==> src/rtl/rv32im_bus_pkg.sv <==
// Shared constants and types for the rv32im Wishbone bus arbiter.
package rv32im_bus_pkg;

  localparam int BUS_M_EXT       = 0;
  localparam int BUS_M_PREFETCH  = 1;
  localparam int BUS_M_MEM       = 2;

  localparam int BUS_NUM_MASTERS = 3;
  localparam int BUS_XLEN        = 32;
  localparam int ADR_W           = BUS_XLEN - 2;
  localparam int SEL_W           = 4;

  typedef enum logic {
    ARB_PARKED = 1'b0,
    ARB_BUSY   = 1'b1
  } arb_state_e;

  function automatic int ptr_width(input int n);
    return (n > 1) ? $clog2(n) : 1;
  endfunction

endpackage

==> src/rtl/rv32im_bus_arb_pick.sv <==
// Combinational rotating-priority picker: first set request at or after i_ptr wins.
module rv32im_bus_arb_pick
  import rv32im_bus_pkg::*;
#(
  parameter int N     = BUS_NUM_MASTERS,
  parameter int PTR_W = 2
) (
  input  logic [N-1:0]     i_req,
  input  logic [PTR_W-1:0] i_ptr,
  output logic [N-1:0]     o_grant
);

  logic w_found;

  // Walk candidates in priority order j = 0..N-1, mapped onto master (j + ptr) mod N.
  always_comb begin
    o_grant = '0;
    w_found = 1'b0;
    for (int j = 0; j < N; j++) begin
      for (int m = 0; m < N; m++) begin
        if ((m == ((j + int'(i_ptr)) % N)) && i_req[m] && !w_found) begin
          o_grant[m] = 1'b1;
          w_found    = 1'b1;
        end
      end
    end
  end

endmodule

==> src/rtl/rv32im_bus_arbiter.sv <==
// Wishbone-classic arbiter with registered one-hot grant parked on DEFAULT_MASTER.
// Define RV32IM_BUS_ARB_ROUND_ROBIN_EN for rotating priority; default is fixed lowest-index priority.
module rv32im_bus_arbiter
  import rv32im_bus_pkg::*;
#(
  parameter int XLEN           = BUS_XLEN,
  parameter int NUM_MASTERS    = BUS_NUM_MASTERS,
  parameter int DEFAULT_MASTER = BUS_M_PREFETCH
) (
  input  logic                          clk_i,
  input  logic                          reset_i,
  input  logic [NUM_MASTERS-1:0]        m_stb_i,
  input  logic [NUM_MASTERS-1:0]        m_we_i,
  input  logic [SEL_W*NUM_MASTERS-1:0]  m_sel_i,
  input  logic [(XLEN-2)*NUM_MASTERS-1:0] m_adr_i,
  input  logic [XLEN*NUM_MASTERS-1:0]   m_dat_i,
  output logic [NUM_MASTERS-1:0]        m_ack_o,
  output logic [NUM_MASTERS-1:0]        m_err_o,
  output logic [XLEN-1:0]               m_dat_o,
  output logic [NUM_MASTERS-1:0]        grant_o,
  output logic                          stb_o,
  output logic                          we_o,
  output logic [SEL_W-1:0]              sel_o,
  output logic [XLEN-3:0]               adr_o,
  output logic [XLEN-1:0]               dat_o,
  input  logic                          ack_i,
  input  logic                          err_i,
  input  logic [XLEN-1:0]               dat_i
);

  localparam int N     = NUM_MASTERS;
  localparam int AW    = XLEN - 2;
  localparam int PTR_W = ptr_width(N);
  localparam logic [N-1:0] DEF_GRANT = N'(1) << DEFAULT_MASTER;

  arb_state_e       r_state;
  arb_state_e       w_stateNext;
  logic [N-1:0]     r_grant;
  logic [N-1:0]     w_grantNext;
  logic [N-1:0]     w_pickGrant;
  logic [PTR_W-1:0] w_ptr;
  logic             w_ownerStb;
  logic             w_we;

  assign w_ownerStb = |(m_stb_i & r_grant);

  rv32im_bus_arb_pick #(
    .N     (N),
    .PTR_W (PTR_W)
  ) u_pick (
    .i_req   (m_stb_i),
    .i_ptr   (w_ptr),
    .o_grant (w_pickGrant)
  );

`ifdef RV32IM_BUS_ARB_ROUND_ROBIN_EN
  logic [PTR_W-1:0] r_rrPtr;
  logic [PTR_W-1:0] w_rrPtrNext;
  logic             w_arbIssue;

  // A fresh grant is issued whenever the owner is idle and someone requests.
  assign w_arbIssue = ~w_ownerStb & (|m_stb_i);

  always_comb begin
    w_rrPtrNext = r_rrPtr;
    for (int k = 0; k < N; k++) begin
      if (w_pickGrant[k]) w_rrPtrNext = PTR_W'((k + 1) % N);
    end
  end

  always_ff @(posedge clk_i) begin
    if (reset_i)         r_rrPtr <= '0;
    else if (w_arbIssue) r_rrPtr <= w_rrPtrNext;
  end

  assign w_ptr = r_rrPtr;
`else
  assign w_ptr = '0;
`endif

  always_ff @(posedge clk_i) begin
    if (reset_i) begin
      r_state <= ARB_PARKED;
      r_grant <= DEF_GRANT;
    end else begin
      r_state <= w_stateNext;
      r_grant <= w_grantNext;
    end
  end

  // Grant is frozen while its owner strobes; otherwise re-arbitrate or fall back to parking.
  always_comb begin
    w_stateNext = r_state;
    w_grantNext = r_grant;
    case (r_state)
      ARB_PARKED: begin
        if (w_ownerStb) begin
          w_stateNext = ARB_BUSY;
        end else if (|m_stb_i) begin
          w_stateNext = ARB_BUSY;
          w_grantNext = w_pickGrant;
        end else begin
          w_grantNext = DEF_GRANT;
        end
      end
      ARB_BUSY: begin
        if (!w_ownerStb) begin
          if (|m_stb_i) begin
            w_grantNext = w_pickGrant;
          end else begin
            w_stateNext = ARB_PARKED;
            w_grantNext = DEF_GRANT;
          end
        end
      end
      default: begin
        w_stateNext = ARB_PARKED;
        w_grantNext = DEF_GRANT;
      end
    endcase
  end

  always_comb begin
    w_we  = 1'b0;
    sel_o = '0;
    adr_o = '0;
    dat_o = '0;
    for (int k = 0; k < N; k++) begin
      if (r_grant[k]) begin
        w_we  = m_we_i[k];
        sel_o = m_sel_i[k*SEL_W +: SEL_W];
        adr_o = m_adr_i[k*AW +: AW];
        dat_o = m_dat_i[k*XLEN +: XLEN];
      end
    end
  end

  assign grant_o = r_grant;
  assign stb_o   = w_ownerStb & ~reset_i;
  assign we_o    = w_we & stb_o;
  assign m_ack_o = {N{ack_i & ~reset_i}} & r_grant & m_stb_i;
  assign m_err_o = {N{err_i & ~reset_i}} & r_grant & m_stb_i;
  assign m_dat_o = dat_i;

endmodule

==> config.mk <==
export PLATFORM = sky130hd
export DESIGN_NAME = rv32im_bus_arbiter
export DESIGN_NICKNAME = d
export VERILOG_FILES = /design/src/rtl/rv32im_bus_pkg.sv /design/src/rtl/rv32im_bus_arb_pick.sv /design/src/rtl/rv32im_bus_arbiter.sv
export SDC_FILE = /design/constraint.sdc
export NUM_CORES = 1
export LEC_CHECK = 0
export CAP_MARGIN = 40
export CORE_AREA = 2 2 135 137
export CTS_BUF_LIST = sky130_fd_sc_hd__clkbuf_4
export DETAILED_ROUTE_END_ITERATION = 10
export DIE_AREA = 0 0 137 139
export GPL_TIMING_DRIVEN = 0
export PLACE_DENSITY = 0.55
export SYNTH_ARGS = -nofsm -noshare
export SYNTH_HDL_FRONTEND = slang
export SYNTH_HIERARCHICAL = 1
export SYNTH_SLANG_ARGS = --single-unit
==> constraint.sdc <==
create_clock -name clk_i -period 1.7 [get_ports clk_i]
set_clock_uncertainty 0.2 [all_clocks]
set_input_delay 0.17 -clock clk_i [delete_from_list [all_inputs] [get_ports clk_i]]
set_output_delay 0.17 -clock clk_i [all_outputs]
set_load 0.005 [all_outputs]
==> run_results.csv <==
group,metric,value,unit
logic_synthesis,synth_enable_flop_cells,0,
place,dp_hpwl,11400,um
grt,grt_max_degree,11,
logic_synthesis,synthArstFlopShare,0,
route,vias,3766,
layout,largest_register_ffs,3,
worst_setup_path,cp-start-kind,"register",
grt,grt_usage,0.151,
sta,timing.final.ws_setup,-0.352,ns
cts,clkLatencyLatePin,0.24,ns
sta,rsz0062_at_grt,"yes",
grt,grt_pass1_wl,22100,um
power_and_ir_drop,comb_power_share,0.897,
die,num_rows,49,
route,drc,0,
power_and_ir_drop,p_switching,0.000791,W
die,dieArea,0.0190,mm^2
cts,clock_sinks,3,
sta,clock.fmax,487,MHz
cts,clockRootBuffer,"clkbuf_4",
power_and_ir_drop,p_per_area,365,mW/mm^2
cts,clock_tree.htree_level_count,1,
sta,min_period,2.05,ns
worst_setup_path,crit_type,"register to output port",
layout,nets,927,
cts,cts_tree,"yes",
logic_synthesis,ys_types,30,
grt,grt_antenna_before_repair,2,
worst_setup_path,cp_data_arrival_time,1.68,ns
power_and_ir_drop,leakage,2.48,nW
logic_synthesis,avgSynthCellArea,5.84,um^2
run_status,status,"finished with violations",
route,drt_wl_total,15700,um
worst_setup_path,required,1.33,ns
route,vias_per_cell,4.12,
cts,clockBufferDepth,2,
die,start_util,0.102,
place,dp_slack,-1.47,ns
grt,first_global_vias,3877,
logic_synthesis,syn_inst,309,
power_and_ir_drop,intPower,0.00145,W
sta,whs,0.303,ns
sta,setup_viol_count_final,70,
sta,tightestPinTransition,0.505,ns
flow_run,maxCapViolCount,0,
cts,cts_buffers,3,
sta,hold_viol,0,
cts,clk_pin_slew,0.04,ns
sta,maxSlewViolCount,0,
place,placed_cells,856,
route,drtIter0Drc,139,
layout,fin_cells,913,
logic_synthesis,ys.flop_type,"dfxtp_1",
route,final_antenna_net_count,0,
worst_hold_path,hold_path.class,"input pin to register",
cts,hold_buffers,0,
die,chipWidth,137,um
die,ios,349,
route,routedWlPerCell,17.2,um
logic_synthesis,synthesis.area,0.00180,mm^2
die,die_height,139,um
layout,diodes,0,
worst_setup_path,cp-end-kind,"output port",
worst_setup_path,path_max_fanout,5,
place,portBuffers,315,
layout,syn_to_final_growth,240,%
layout,fillers,1899,
logic_synthesis,ys_seq_area_frac,0.0333,
layout,drive_above_1_share,0.393,
grt,gr-total-overflow,0,
power_and_ir_drop,seqPwrFrac,0.039,
logic_synthesis,ys_ff_latch,3,
sta,max_slew_margin,0.664,
die,fp.coreArea,0.0177,mm^2
run_status,violations,"negative setup slack",
sta,min_period_over_period,1.21,
route,drtPass1Iterations,4,
place,finalWeightedCongestion,0.774,
power_and_ir_drop,swShare,0.353,
power_and_ir_drop,power.share.clock,0.065,
power_and_ir_drop,ir_drop,0.128,mV
logic_synthesis,synth-warning-count,6,
[layout by cell type, fill, tap and decap left out, types with 3 or more instances in the layout]
cell / Yosys / routed
a22oi_1: 67 / 11
clkbuf_8: 0 / 4
buf_2: 6 / 70
a22oi_2: 0 / 56
o21ai_1: 3 / 59
inv_1: 4 / 4
nand2_1: 70 / 67
buf_4: 32 / 57
o21ai_2: 0 / 7
clkbuf_4: 0 / 6
buf_6: 2 / 21
clkdlybuf4s50_1: 0 / 238
nand2b_1: 4 / 4
buf_12: 0 / 9
dfxtp_2: 0 / 3
conb_1: 1 / 4
nor2b_4: 0 / 3
clkbuf_2: 0 / 9
clkbuf_16: 0 / 6
dlygate4sd2_1: 0 / 5
nor2_1: 7 / 6
buf_8: 0 / 7
[power groups by stage]
stage	logic (W)	registers [W]	clock network [W]
finish	0.00201	0.0000864	0.000145
CTS	0.00194	0.0000855	0.000150
detailed placement	0.00169	0.0000849	0
global placement	0.00169	0.0000854	0
global route	0.00216	0.0000870	0.000151
floorplan	0.000500	0.0000846	0
[routing by layer]
metal,part of all wire,routed length [um],GRT usage
met2,0.54,8530,0.301
met3,0.086,1350,0.0307
met5,0.0017,27,0
met4,0.0050,78,0.0174
met1,0.36,5670,0.163
[through the flow]
step / TNS, ns / utilization / power, W / cell area (um^2)
2_1_floorplan: 0 / - / 0.000585 / 1820
3_3_place_gp: -78.57 / 0.298 / 0.00178 / 5260
3_5_place_dp: -81.72 / 0.298 / 0.00178 / 5260
4_1_cts: -17.47 / 0.341 / 0.00218 / 6010
5_1_grt: -20.14 / 0.348 / 0.00240 / 6140
6_report: -15.27 / 0.348 / 0.00224 / 6140
[logic make-up (layout without fill, tap and decap cells)]
family                     count (synthesis)  after routing  share of synthesized area
AOI/OAI and AO/OA                        145            145                      0.524
adders and majority gates                  2              2                     0.0139
buffers and inverters                     67            439                      0.218
DFF                                        3              3                     0.0333
other                                      1              4                    0.00208
and+or+nand+nor                           91             91                      0.209
[cells in the mapped netlist (all sizes together) (2+ instances only)]
cell    count  area, um^2
buf        42         300
dfxtp       3        60.1
a21oi       2        10.0
and2        2        13.8
o21ai      66         330
o21ba       2        20.0
and3        2        12.5
ha          2        25.0
nor2b       3        21.3
a22oi      67         503
clkbuf     21        78.8
nor2        7        26.3
nor3        3        15.0
inv         4        15.0
a31o        3        26.3
nand2      70         263
nand2b      4        25.0
[layout make-up]
cell class	instances	area [um^2]	share of cell area
inverters	4	15.0	0.00245
clock buffers	4	30.0	0.00489
multi-input cells	242	1720	0.280
plain buffers	58	569	0.0927
flip-flops and latches	3	63.8	0.0104
repair buffers	373	3460	0.563
well taps	229	287	0.0467
[what timing repair did]
| action | 4_1_cts | 5_1_grt |
|---|---|---|
| gates resized for setup | 482 | 61 |
| buffers inserted | 41 | 13 |
| setup endpoints to repair | 76 | 73 |
| cloned | 8 | 1 |
| pin swaps | 18 | 27 |
[final timing paths]
kind / start / depth (start not counted) / slack [ns] / endpoint
worst max-delay path: grant_o[1]$_SDFFE_PP1N_ / 10 / -0.35 / adr_o[6]
worst max register to register: grant_o[2]$_SDFFE_PP0N_ / 8 / -0.15 / grant_o[2]$_SDFFE_PP0N_
worst min register to register: grant_o[0]$_SDFFE_PP0N_ / 3 / 0.49 / grant_o[0]$_SDFFE_PP0N_
worst min-delay path: reset_i / 3 / 0.30 / grant_o[1]$_SDFFE_PP1N_
[worst max-delay path: stages, from the launching register on]
cell     delay [ns]
dfxtp_2        0.33
buf_6          0.12
nor2b_4        0.05
buf_12         0.13
buf_12         0.13
buf_8          0.13
buf_8          0.12
buf_6          0.11
a22oi_2        0.11
o21ai_1        0.07
buf_2          0.15
Note: power is estimated with default switching activity, not from simulation.
